===== src/rtl/sfx_voice_mixer.sv =====
// Polyphonic button sound generator: each button edge starts a decaying square-wave voice;
// voices are allocated or stolen, mixed, optionally panned, and saturated to the audio width.
module sfx_voice_mixer #(
  parameter int unsigned NUM_BTN    = 8,
  parameter int unsigned NUM_VOICES = 4,
  parameter int unsigned CLK_DIV    = 1024,
  parameter int unsigned BASE_HALF  = 40,
  parameter int unsigned STEP_HALF  = 8,
  parameter int unsigned AMP_INIT   = 8000,
  parameter int unsigned DECAY      = 1,
  parameter int unsigned AUDIO_W    = 16
) (
  input  logic                      clk_sys,
  input  logic                      reset,
  input  logic [NUM_BTN-1:0]        btn,
  input  logic                      low_batt,
  input  logic                      pan_en,
  output logic                      sample_tick,
  output logic [NUM_VOICES-1:0]     voices_active,
  output logic signed [AUDIO_W-1:0] audio_l,
  output logic signed [AUDIO_W-1:0] audio_r
);

  localparam int unsigned BTN_W    = (NUM_BTN > 1) ? $clog2(NUM_BTN) : 1;
  localparam int unsigned VOICE_W  = (NUM_VOICES > 1) ? $clog2(NUM_VOICES) : 1;
  localparam int unsigned DIV_W    = $clog2(CLK_DIV);
  localparam int unsigned AMP_W    = AUDIO_W;
  localparam int unsigned MAX_HALF = 2 * (BASE_HALF + (NUM_BTN - 1) * STEP_HALF);
  localparam int unsigned PH_W     = $clog2(MAX_HALF + 1);
  localparam int unsigned ACC_W    = AUDIO_W + $clog2(NUM_VOICES) + 1;

  localparam logic signed [ACC_W-1:0] SAT_MAX = ACC_W'((2 ** (AUDIO_W - 1)) - 1);
  localparam logic signed [ACC_W-1:0] SAT_MIN = ~SAT_MAX;

  logic [NUM_BTN-1:0]  sync1;
  logic [NUM_BTN-1:0]  sync2;
  logic [NUM_BTN-1:0]  prev;
  logic [NUM_BTN-1:0]  pending;
  logic [NUM_BTN-1:0]  rise_c;
  logic [NUM_BTN-1:0]  clr_c;
  logic [NUM_BTN-1:0]  pending_n;

  logic                svc_valid_c;
  logic [BTN_W-1:0]    svc_btn_c;
  logic [VOICE_W-1:0]  alloc_voice_c;

  logic [DIV_W-1:0]    div_cnt;
  logic                tick_c;

  logic [AMP_W-1:0]    amp     [NUM_VOICES];
  logic [AMP_W-1:0]    amp_n   [NUM_VOICES];
  logic [PH_W-1:0]     phase   [NUM_VOICES];
  logic [PH_W-1:0]     phase_n [NUM_VOICES];
  logic                pol     [NUM_VOICES];
  logic                pol_n   [NUM_VOICES];
  logic [BTN_W-1:0]    owner   [NUM_VOICES];
  logic [BTN_W-1:0]    owner_n [NUM_VOICES];
  logic [PH_W-1:0]     half_c  [NUM_VOICES];

  logic signed [ACC_W-1:0] acc_l_c;
  logic signed [ACC_W-1:0] acc_r_c;

  function automatic logic signed [AUDIO_W-1:0] saturate(input logic signed [ACC_W-1:0] x);
    if (x > SAT_MAX) return AUDIO_W'(SAT_MAX);
    if (x < SAT_MIN) return AUDIO_W'(SAT_MIN);
    return AUDIO_W'(x);
  endfunction

  // Synchroniser, edge detect and pending-request register
  always_ff @(posedge clk_sys) begin
    if (reset) begin
      sync1   <= '0;
      sync2   <= '0;
      prev    <= '0;
      pending <= '0;
    end else begin
      sync1   <= btn;
      sync2   <= sync1;
      prev    <= sync2;
      pending <= pending_n;
    end
  end

  assign rise_c    = sync2 & ~prev;
  assign clr_c     = svc_valid_c ? (NUM_BTN'(1) << svc_btn_c) : '0;
  assign pending_n = (pending & ~clr_c) | rise_c;

  // Allocator: lowest pending button; owner retrigger, else lowest free, else quietest voice
  always_comb begin
    logic               found_own;
    logic               found_free;
    logic [VOICE_W-1:0] own_v;
    logic [VOICE_W-1:0] free_v;
    logic [VOICE_W-1:0] steal_v;
    logic [AMP_W-1:0]   min_amp;

    svc_valid_c = 1'b0;
    svc_btn_c   = '0;
    for (int i = int'(NUM_BTN) - 1; i >= 0; i--) begin
      if (pending[i]) begin
        svc_valid_c = 1'b1;
        svc_btn_c   = BTN_W'(i);
      end
    end

    found_own  = 1'b0;
    found_free = 1'b0;
    own_v      = '0;
    free_v     = '0;
    steal_v    = '0;
    min_amp    = '1;
    for (int v = int'(NUM_VOICES) - 1; v >= 0; v--) begin
      if (amp[v] != '0 && owner[v] == svc_btn_c) begin
        found_own = 1'b1;
        own_v     = VOICE_W'(v);
      end
      if (amp[v] == '0) begin
        found_free = 1'b1;
        free_v     = VOICE_W'(v);
      end
      if (amp[v] <= min_amp) begin
        min_amp = amp[v];
        steal_v = VOICE_W'(v);
      end
    end

    if (found_own)       alloc_voice_c = own_v;
    else if (found_free) alloc_voice_c = free_v;
    else                 alloc_voice_c = steal_v;
  end

  // Sample-rate divider
  assign tick_c = (div_cnt == DIV_W'(CLK_DIV - 1));

  always_ff @(posedge clk_sys) begin
    if (reset) div_cnt <= '0;
    else       div_cnt <= tick_c ? '0 : div_cnt + DIV_W'(1);
  end

  // Half-period per voice, doubled in low-battery mode for the octave drop
  always_comb begin
    for (int v = 0; v < int'(NUM_VOICES); v++) begin
      half_c[v] = PH_W'(BASE_HALF) + PH_W'(owner[v]) * PH_W'(STEP_HALF);
      if (low_batt) half_c[v] = half_c[v] << 1;
    end
  end

  // Voice next state: a load always overrides that tick's advance and decay
  always_comb begin
    for (int v = 0; v < int'(NUM_VOICES); v++) begin
      amp_n[v]   = amp[v];
      phase_n[v] = phase[v];
      pol_n[v]   = pol[v];
      owner_n[v] = owner[v];
      if (svc_valid_c && alloc_voice_c == VOICE_W'(v)) begin
        amp_n[v]   = AMP_W'(AMP_INIT);
        phase_n[v] = '0;
        pol_n[v]   = 1'b1;
        owner_n[v] = svc_btn_c;
      end else if (tick_c && amp[v] != '0) begin
        if (phase[v] == half_c[v] - PH_W'(1)) begin
          phase_n[v] = '0;
          pol_n[v]   = ~pol[v];
        end else begin
          phase_n[v] = phase[v] + PH_W'(1);
        end
        amp_n[v] = (amp[v] > AMP_W'(DECAY)) ? amp[v] - AMP_W'(DECAY) : '0;
      end
    end
  end

  always_ff @(posedge clk_sys) begin
    if (reset) begin
      for (int v = 0; v < int'(NUM_VOICES); v++) begin
        amp[v]   <= '0;
        phase[v] <= '0;
        pol[v]   <= 1'b1;
        owner[v] <= '0;
      end
      voices_active <= '0;
    end else begin
      for (int v = 0; v < int'(NUM_VOICES); v++) begin
        amp[v]           <= amp_n[v];
        phase[v]         <= phase_n[v];
        pol[v]           <= pol_n[v];
        owner[v]         <= owner_n[v];
        voices_active[v] <= (amp_n[v] != '0);
      end
    end
  end

  // Mixer: signed voice samples, optional half-level cross-feed for panning
  always_comb begin
    logic signed [ACC_W-1:0] s;
    logic signed [ACC_W-1:0] s_half;
    acc_l_c = '0;
    acc_r_c = '0;
    for (int v = 0; v < int'(NUM_VOICES); v++) begin
      s = ACC_W'(amp[v]);
      if (!pol[v]) s = -s;
      if (low_batt) s = s >>> 1;
      s_half = s >>> 1;
      if (!pan_en) begin
        acc_l_c = acc_l_c + s;
        acc_r_c = acc_r_c + s;
      end else if ((v % 2) == 0) begin
        acc_l_c = acc_l_c + s;
        acc_r_c = acc_r_c + s_half;
      end else begin
        acc_l_c = acc_l_c + s_half;
        acc_r_c = acc_r_c + s;
      end
    end
  end

  // Output registers; audio samples the pre-update voice state on the tick cycle
  always_ff @(posedge clk_sys) begin
    if (reset) begin
      sample_tick <= 1'b0;
      audio_l     <= '0;
      audio_r     <= '0;
    end else begin
      sample_tick <= tick_c;
      if (tick_c) begin
        audio_l <= saturate(acc_l_c);
        audio_r <= saturate(acc_r_c);
      end
    end
  end

endmodule


===== config.mk =====
export PLATFORM = sky130hd
export DESIGN_NAME = sfx_voice_mixer
export DESIGN_NICKNAME = d
export VERILOG_FILES = /design/src/rtl/sfx_voice_mixer.sv
export SDC_FILE = /design/constraint.sdc
export NUM_CORES = 1
export LEC_CHECK = 0
export ABC_AREA = 1
export BUFFER_PORTS_ARGS = -buffer_cell sky130_fd_sc_hd__buf_2
export CAP_MARGIN = 10
export CORE_UTILIZATION = 35
export CTS_CLUSTER_SIZE = 28
export DETAILED_ROUTE_END_ITERATION = 12
export PLACE_DENSITY = 0.58
export SLEW_MARGIN = 20
export SYNTH_ARGS = -nofsm -noshare
export SYNTH_HDL_FRONTEND = slang
export SYNTH_SLANG_ARGS = --single-unit

===== constraint.sdc =====
create_clock -name clk_sys -period 8.7 [get_ports clk_sys]
set_input_delay 1.74 -clock clk_sys [delete_from_list [all_inputs] [get_ports clk_sys]]
set_output_delay 1.74 -clock clk_sys [all_outputs]
set_load 0.01 [all_outputs]

; ---- Word-level counts from Yosys, hierarchy flattened
; Memory sizes are Yosys's and may differ from the RTL's.
; Index checks and enable logic that the tools add are counted.
; Widths: inputs -> output; s select.
[classes]
mux = 139
n_bitwise = 25
n_mul = 0
addsub = 30
n_reduce_logical = 26
order_cmp = 12
shifts = 1
n_eq_ne = 12
div = 0
[op_table]
columns = op, count
row1 = $mux 16, 27
row2 = $mux 8, 21
row3 = $mux 19, 7
row4 = $reduce_bool 16->1, 8
row5 = $add 19x19->19, 6
row6 = $mux 18, 5
row7 = $neg 16->19, 4
row8 = $gt 16x1->1 const B, 4
row9 = $logic_not 16->1, 4
row10 = $sub 16x1->16 const B, 4
row11 = $add 19x18->19, 3
row12 = $mux 1, 49
row13 = $le 16x16->1, 3
row14 = $mux 3, 16
row15 = $gt 19x16->1 const B, 2
row16 = $lt 19x16->1 const B, 2
row17 = $add 8x1->8 const B, 4
row18 = $eq 8x8->1, 4
row19 = $sub 8x1->8 const B, 4
row20 = $add 6x6->7 const A, 4
row21 = $mux 2, 14
row22 = $and 8x8->8, 2
row23 = $le 16x16->1 const B, 1
row24 = $not 8->8, 2
row25 = other kinds (12), 45
[word_totals]
register_bits = 79
rom_bits = 0
inputBits = 12
latchBits = 0
memories = 4
mem_bits_rw = 112
[memory_table]
columns = name, words, word_bits, read_ports, rd_ports_with_merged_regs, write_ports, line
row1 = amp, 4, 16, 4, 0, 4, 50  ; logic [AMP_W-1:0] amp [NUM_VOICES];
row2 = phase, 4, 8, 4, 0, 4, 52  ; logic [PH_W-1:0] phase [NUM_VOICES];
row3 = owner, 4, 3, 4, 0, 4, 56  ; logic [BTN_W-1:0] owner [NUM_VOICES];
row4 = pol, 4, 1, 4, 0, 4, 54  ; logic pol [NUM_VOICES];

; ---- Logic depth before layout (Yosys ltp)
; Gate-level depths: netlist of run 1.
[depth]
ltp_word = 19
depth_mapped = 48
mapped_depth_nobuf = 47

; ---- Worst setup path after synthesis of run 1
; OpenSTA, ideal clock, no wires.
[synth_timing]
path_type = input to register
from = in low_batt
to = reg audio_l[11]
t_required_ns = 8.641
arrival_ns = 8.508
path_stages = 42
setup_time_ns = 0.059
path_slack_ns = 0.133
cell_sequence = buf_2 clkbuf_1 buf_1 clkbuf_1 clkbuf_1 nand2_1 o21ai_0 inv_1 o21ai_0 ha_1 inv_1 fa_1 inv_1 a31oi_1 o21ai_0 a21oi_1 inv_1 a21oi_1 [... 6 more ...] ha_1 nand4_1 nor4_1 nand4_1 o2111ai_1 xor2_1 ha_1 inv_1 nor3_1 nand2_1 o311ai_0 xnor3_1 nand2_2 buf_4 nand2_1 nand2_1 nand2_1 nand2_1
[synth_via]
elab_chain_cells = 13
word_cells_on_any_way = 23
[synth_rtl]
columns = item, line
row1 = from (decl), 16  ; input logic low_batt,
row2 = $mux 18, 201  ; if (low_batt) s = s >>> 1;
row3 = $add 19x19->19 or $add 19x18->19 (tied branches), "204, 210"
row4 = $mux 19, 203  ; if (!pan_en) begin
row5 = $add 19x19->19, "204, 207"
row6 = $add 19x19->19 or $add 19x18->19 (tied branches), "204, 210"
row7 = $mux 19 *, 203
row8 = $lt 19x16->1, 65  ; if (x < SAT_MIN) return AUDIO_W'(SAT_MIN);
row9 = $mux 1 (2 in a row), 65
row10 = $mux 1, 224  ; if (tick_c) begin
row11 = $mux 1, 218  ; if (reset) begin
row12 = $mux 16, 66  ; return AUDIO_W'(x);
row13 = $mux 16 *, 65
row14 = to (signal assigned), 225  ; audio_l <= saturate(acc_l_c);
row15 = to (decl), 20  ; output logic signed [AUDIO_W-1:0] audio_l,
; Every way passes the cells marked *; elsewhere a longest branch is shown, timed or not. The select of a mux whose other input is x is not followed.
; A chain may end at the register's enable or synchronous reset.

==> results of run 1 <==
==> metal layers <==
layer / vias to the layer above / routed length (µm)
met1: 8406 / 27500
met2: 389 / 26200
met4: 0 / 836
met5: - / 0
met3: 48 / 2550
li1: 9810 / -
==> power by group through the flow <==
stage	clock, W	combinational, W	sequential (W)
3_5_place_dp	0	0.00348	0.00105
6_report	0.000853	0.00350	0.00103
2_1_floorplan	0	0.00258	0.00102
3_3_place_gp	0	0.00349	0.00105
4_1_cts	0.000886	0.00350	0.00103
5_1_grt	0.000912	0.00396	0.00104
==> placed cells by master, fill, tap and decap left out, types with 7 or more instances in the layout <==
master                      Yosys  routed
sky130_fd_sc_hd__o21a_1         7       7
sky130_fd_sc_hd__inv_2         24      26
sky130_fd_sc_hd__nor3_1        78      78
sky130_fd_sc_hd__o21bai_1       8       8
sky130_fd_sc_hd__nand2_1      660     660
sky130_fd_sc_hd__nand3_2       16      16
sky130_fd_sc_hd__ha_1         172     172
sky130_fd_sc_hd__o31ai_1       15      15
sky130_fd_sc_hd__inv_1        378     376
sky130_fd_sc_hd__nand3_1      135     135
sky130_fd_sc_hd__nor2_2        13      14
sky130_fd_sc_hd__a21o_1         8       8
sky130_fd_sc_hd__nor4_1        12      12
sky130_fd_sc_hd__or2_2         14      14
sky130_fd_sc_hd__clkbuf_16      0      17
sky130_fd_sc_hd__nor3b_1       11      11
sky130_fd_sc_hd__nand2_2       15      15
sky130_fd_sc_hd__dfxtp_1      191     191
sky130_fd_sc_hd__buf_4          1      19
sky130_fd_sc_hd__nand4_1       39      39
sky130_fd_sc_hd__xor2_1       157     157
sky130_fd_sc_hd__o21ai_0      290     290
sky130_fd_sc_hd__o211ai_1      11      11
sky130_fd_sc_hd__a31oi_1       14      14
sky130_fd_sc_hd__a211oi_1       7       7
sky130_fd_sc_hd__a21oi_1      205     205
sky130_fd_sc_hd__nor2_1       282     281
sky130_fd_sc_hd__buf_2          9      47
sky130_fd_sc_hd__xnor2_1       48      48
==> sequential cells by signal (all words and copies together), names as in the netlist <==
register	count
sync1	8
pol	4
amp	64
pending	8
phase	32
div_cnt	10
sample_tick	1
prev	8
audio_l	16
owner	12
voices_active	4
audio_r	16
sync2	8
==> worst max-delay path, delay by kind of cell, from the launching register on <==
kind	cells	cell delay [ns]
AO/OA/AOI/OAI	13	2.86
XOR/XNOR	3	0.47
adder cells (fa/ha/maj)	5	1.55
buffers and inverters	8	0.70
flip-flops	1	0.38
AND/OR/NAND/NOR	11	1.92
==> per-stage QoR <==
| stage | setup slack [ns] | utilization, % | cells |
|---|---|---|---|
| after floorplan | 0.133 | - | 2978 |
| after global placement | 0.483 | 37.4 | 3651 |
| after detailed placement | 0.340 | 37.4 | 3651 |
| after CTS | 0.765 | 38.6 | 3683 |
| after global routing | 0.0132 | 38.6 | 3683 |
| final | 0.731 | 38.6 | 3684 |
==> kinds of logic after synthesis <==
logic type | count (synthesis) | share of synthesized area, %
and+or+nand+nor | 1300 | 30.0
AOI/OAI and AO/OA | 616 | 18.0
buffers and inverters | 485 | 9.86
xor gates and xnor gates | 208 | 9.81
DFF | 191 | 20.3
adders and majority gates | 178 | 12.0
==> worst paths after layout <==
| check | to | slack, ns | cells past startpoint |
|---|---|---|---|
| worst min register to register | pending[0]$_SDFF_PP0_ | 0.40 | 1 |
| worst max register to register | audio_r[14]$_SDFFE_PP0P_ | 0.73 | 40 |
| worst max-delay path | audio_r[14]$_SDFFE_PP0P_ | 0.73 | 40 |
| worst min-delay path | pending[0]$_SDFF_PP0_ | 0.40 | 1 |
==> area by class of cell <==
type	count	area, µm²
diodes	1	2.50
multi-input cells	2302	13200
well taps	688	861
clock buffers	17	425
fillers	5803	32500
flip-flops and latches	191	3820
clock inverters	15	199
repair buffers	66	378
inverters	404	1520
==> implementation parameters, run 1 <==
Parameter                              Value

Worst setup path
  Library cell contributing the largest single delay on the critical path ... sky130_fd_sc_hd__o21ai_0
  Startpoint of the most critical setup path ... amp[0][0]$_SDFF_PP0_
  Reg2Reg Launch Point ... amp[0][0]$_SDFF_PP0_
  Startpoint Class ... flip-flop
  Crit-path max cell delay ... 0.42 ns
  Required time of the critical path ... 9.11 ns
  Arrival time at the worst endpoint ... 8.38 ns
  Critical Path Sink Type ... flip-flop
  Critical path peak fanout ... 13
  Critical path class ... flip-flop to flip-flop

Timing
  Final critical-path share of the clock period ... 91.6%
  Slew of the pin with the lowest slew margin ... 0.989 ns
  Max Transition Viols Final ... 0
  Number of failing setup endpoints in the final timing report ... 0
  Final-report hold violation count ... 0
  Min Hold Slack ... 0.396 ns
  Max-slew headroom ... 33.6%
  Highest Clock Rate ... 125 MHz
  Aggregate negative setup slack ... 0 ns
  Setup skew after layout ... 0.0266 ns
  RSZ-0062 raised after global routing ... false
  Final critical path time including I/O delays and setup ... 7.97 ns

Run status
  Failing checks ... DRC
  Run status ... complete, but fails checks

Logic synthesis
  Most common cell in the netlist ... sky130_fd_sc_hd__nand2_1
  Largest area contributor in the synthesized netlist ... sky130_fd_sc_hd__dfxtp_1
  Net count after synthesis ... 3168
  Asr flop ratio synth ... 0%
  Post-synthesis sequential area ratio ... 20.3%
  Post-Synthesis Cells ... 2978
  Most frequently used flop master after synthesis ... sky130_fd_sc_hd__dfxtp_1
  Ranking of synthesized cells by area ... sky130_fd_sc_hd__dfxtp_1, sky130_fd_sc_hd__nand2_1, sky130_fd_sc_hd__ha_1
  Post-synthesis area per instance ... 6.33 µm²
  Share of Yosys cell area claimed by the top area cell type ... 20.3%
  Distinct cell type count of the synthesized netlist ... 63
  Commonest cells post-synth ... sky130_fd_sc_hd__nand2_1, sky130_fd_sc_hd__inv_1, sky130_fd_sc_hd__o21ai_0, sky130_fd_sc_hd__nor2_1, sky130_fd_sc_hd__a21oi_1
  Combined area of all synthesized cells ... 18900 µm²
  Synthesis-stage register bit count ... 191
  Count of flip-flops with a built-in enable after synthesis ... 0
  Ys Warns ... 0

Finish
  Summed area of non-filler cells in the final layout ... 20400 µm²
  # nets final ... 3172
  Area growth, synth to finish ... 8.09%
  Layout cell share with drive strength beyond 1 ... 6.88%

Clocking
  Maximum level of the CTS H-tree ... 4
  Clock Pin Slew Worst Setup and Hold Paths ... 0.09 ns
  Number of buffers inserted by post-CTS setup repair ... 0
  Clock root cell ... sky130_fd_sc_hd__clkbuf_16
  Clock tree from TritonCTS ... yes
  Clk_lat worst skew ... 0.51 ns
  Count of hold buffers inserted by post-cts repair ... 0
  Number of buffers added by the clock tree synthesis step ... 17
  Deepest clock path buffer count ... 2
  Num Clock Sinks ... 191
  Gates resized, CTS repair ... 0

Placed design
  Post-place instance area ... 19800 µm²
  HPWL reported at the end of detailed placement ... 46.2 mm
  # port buffers ... 48
  Last weighted congestion value of the routability-driven placer ... 0.928

Power
  Leakage power total ... 9.72 nW
  Clock group share of total power ... 15.8%
  Ratio of total power to cell area ... 264 nW/µm²
  Maximum vdd ir drop ... 256 µV
  Total design power ... 0.00538 W
  Comb power frac ... 65.0%
  Internal power ... 0.00249 W
  Proportion of total power due to net switching ... 53.7%
  Switching power total ... 0.00289 W
  Part of the total power dissipated in sequential elements ... 19.2%

Min path
  HP Start ... prev[0]$_SDFF_PP0_
  HP Class ... flip-flop to flip-flop

Die
  Die Area ... 54800 µm²
  Die Span Y ... 234 µm
  Row count ... 84
  Overall die width ... 234 µm
  Number of top-level pins ... 49
  Initial core utilization ... 35.7%
  Core Box Area ... 52900 µm²

Global route
  Overall routing resource usage ... 21.1%
  Global-route wire length before repair ... 90.7 mm
  Initial antenna violation count ... 0
  GRT Residual Overflow ... 0
  GRT busiest layer ... met2
  Met1 Track Usage GR ... 28.9%
  Largest net degree at the start of global routing ... 55
  Number of global-route vias before repair ... 17000
  Met3 track demand over resource in global routing ... 2.71%
  GR Layer Usage met2 ... 34.9%

Job
  Count of max-cap constraint violations ... 0

Detailed routing
  DR iter-0 viols ... 1408
  Antenna-violating nets left ... 0
  Routed length per instance ... 15.5 µm
  Vias post-DR ... 18700
  Number of iterations in the first detailed-routing pass ... 9
  Total wire length after detailed routing ... 57.1 mm
  Via-per-instance ratio ... 5.06
  DRC Markers ... 6
No activity file was read; power rests on OpenSTA's default activity.
==> run 2: changes to the inputs <==
- CORE_MARGIN: unset -> 8
- clock period: 8.7 -> 6.9 ns (I/O delays scaled with it)
==> implementation parameters, run 2 (synthesis results as in run 1) <==
Parameter                              Value

Run status
  Run status ... complete, no violations

Placed design
  HPWL reported at the end of detailed placement ... 47.9 mm
  Post-place setup slack ... -0.241 ns
  Last weighted congestion value of the routability-driven placer ... 0.922
  # port buffers ... 48
  Placed insts ... 3864

Power
  Ratio of total power to cell area ... 324 nW/µm²
  Maximum vdd ir drop ... 259 µV
  Leakage power total ... 10.9 nW

Finish
  Most frequent cells in the layout ... sky130_fd_sc_hd__nand2_1, sky130_fd_sc_hd__inv_1, sky130_fd_sc_hd__nor2_1, sky130_fd_sc_hd__o21ai_0, sky130_fd_sc_hd__buf_4
  Number of flip-flops under the largest register name ... 64
  Leading cell type in the layout, fill and taps excluded ... sky130_fd_sc_hd__nand2_1
  Layout cell share with drive strength beyond 1 ... 15.7%
  Non-filler cells, final ... 3909
  Number of fill cells in the layout ... 5775
  Area growth, synth to finish ... 19.3%
  Final design utilization ... 42.0%
  # nets final ... 3390
  Largest reg by FF count ... amp
  Antenna diodes ... 0
  Leading registers by flop count ... amp: 64 flops, phase: 32 flops

Clocking
  Number of buffers added by the clock tree synthesis step ... 17
  Deepest clock path buffer count ... 2
  Clk_lat worst skew ... 0.49 ns
  Maximum level of the CTS H-tree ... 4
  Num Clock Sinks ... 191
  Clock tree from TritonCTS ... yes
  Count of hold buffers inserted by post-cts repair ... 0
  Clock root cell ... sky130_fd_sc_hd__clkbuf_16
  Clock Pin Slew Worst Setup and Hold Paths ... 0.08 ns

Global route
  GR Layer Usage met2 ... 31.9%
  GRT busiest layer ... met2
  Initial antenna violation count ... 0
  Number of global-route vias before repair ... 18100
  Overall routing resource usage ... 18.8%
  Global-route wire length before repair ... 93.5 mm
  GRT Residual Overflow ... 0
  Met3 track demand over resource in global routing ... 2.78%
  Largest net degree at the start of global routing ... 48
  Met1 Track Usage GR ... 24.9%

Die
  Number of top-level pins ... 49
  Core Box Area ... 53600 µm²
  Initial core utilization ... 35.2%
  Overall die width ... 248 µm
  Row count ... 85
  Die Area ... 61600 µm²
  Die Span Y ... 248 µm

Min path
  HP Class ... flip-flop to flip-flop
  Cell count of the worst hold path ... 1

Detailed routing
  Via-per-instance ratio ... 4.99
  Vias post-DR ... 19500
  Antenna-violating nets left ... 0
  DR iter-0 viols ... 1357
  DRC Markers ... 0
  Total wire length after detailed routing ... 58.4 mm
  Number of iterations in the first detailed-routing pass ... 5
  Routed length per instance ... 14.9 µm

Timing
  Slew of the pin with the lowest slew margin ... 0.966 ns
  Max Transition Viols Final ... 0
  Number of failing setup endpoints in the final timing report ... 0
  Final critical path time including I/O delays and setup ... 6.54 ns
  Final critical-path share of the clock period ... 94.7%
  Setup skew after layout ... 0.0128 ns
  Highest Clock Rate ... 153 MHz
  Final-report hold violation count ... 0
  Max-slew headroom ... 35.2%
  Post-route setup slack ... 0.365 ns

Worst setup path
  Required time of the critical path ... 7.28 ns
  Startpoint Class ... input pin
  Worst Path Buf+Inv ... 12
  Critical path depth in cells ... 39
  Most Frequent Cell on Critical Path ... sky130_fd_sc_hd__inv_1
  Crit-path max cell delay ... 0.35 ns
  Arrival time at the worst endpoint ... 6.92 ns
  Largest delay share family, worst path ... compound AO/OA/AOI/OAI gates
  Critical Path Sink Type ... flip-flop
  Library cell contributing the largest single delay on the critical path ... sky130_fd_sc_hd__fa_2
  Worst Reg2Reg Path Length in Cells ... 41
  Critical path class ... input pin to flip-flop
  Critical path peak fanout ... 9

Job
  Count of max-cap constraint violations ... 0
[run 2: cell count changes in the layout (fill, tap and decap cells not counted), moves of 5 or more]
cell | previous run | this run
sky130_fd_sc_hd__ha_1 | 172 | 164
sky130_fd_sc_hd__ha_4 | 0 | 5
sky130_fd_sc_hd__a21oi_2 | 0 | 10
sky130_fd_sc_hd__xor2_1 | 157 | 151
sky130_fd_sc_hd__nor3_1 | 78 | 72
sky130_fd_sc_hd__a21oi_1 | 205 | 195
sky130_fd_sc_hd__xor2_2 | 0 | 5
sky130_fd_sc_hd__o21ai_0 | 290 | 263
sky130_fd_sc_hd__buf_4 | 19 | 229
sky130_fd_sc_hd__dfxtp_1 | 191 | 185
sky130_fd_sc_hd__o21ai_1 | 6 | 20
sky130_fd_sc_hd__dfxtp_2 | 0 | 5
sky130_fd_sc_hd__o21ai_2 | 3 | 14
sky130_fd_sc_hd__nor3_2 | 1 | 7
[run 2: metal layers]
layer,part of all wire [%],vias to the layer above
met5,0,-
met4,1.9,0
met3,4.3,70
met2,47,419
met1,47,8785
li1,-,10200
[run 2: final timing paths]
path / startpoint / endpoint / slack, ns
worst max-delay path: low_batt / audio_l[1]$_SDFFE_PP0P_ / 0.36
worst min-delay path: prev[0]$_SDFF_PP0_ / pending[0]$_SDFF_PP0_ / 0.39
worst max register to register: amp[1][1]$_SDFF_PP0_ / audio_l[1]$_SDFFE_PP0P_ / 0.44
worst min register to register: prev[0]$_SDFF_PP0_ / pending[0]$_SDFF_PP0_ / 0.39
[run 2: timing repair]
action,CTS,global route
setup buffers,0,12
endpoints found under the setup margin,0,32
resized for setup,0,76
[run 2: power breakdown]
group | total (W) | switching, W | internal (W) | leakage (nW)
clock | 0.00102 | 0.000521 | 0.000497 | 0.294
combinational | 0.00496 | 0.00308 | 0.00188 | 9.05
sequential | 0.00130 | 0.000114 | 0.00119 | 1.55
[run 2: area by class of cell]
type	instances	area [µm²]	share of cell area, %
timing repair buffer	283	2070	9.19
clock buffer	18	439	1.95
sequential	191	3830	17.0
tap	696	871	3.87
multi-input combinational	2303	13600	60.5
inverter	404	1520	6.77
clock inverter	14	158	0.701
[run 2: stage by stage]
step / power [W] / hold slack, ns / area, µm² / TNS, ns
2_1_floorplan: 0.00456 / 0.374 / 19100 / 0
3_3_place_gp: 0.00621 / 0.378 / 21500 / -2.09
3_5_place_dp: 0.00621 / 0.383 / 21500 / -3.73
4_1_cts: 0.00727 / 0.395 / 22100 / 0
5_1_grt: 0.00797 / 0.416 / 22500 / -0.0721
6_report: 0.00728 / 0.391 / 22500 / 0
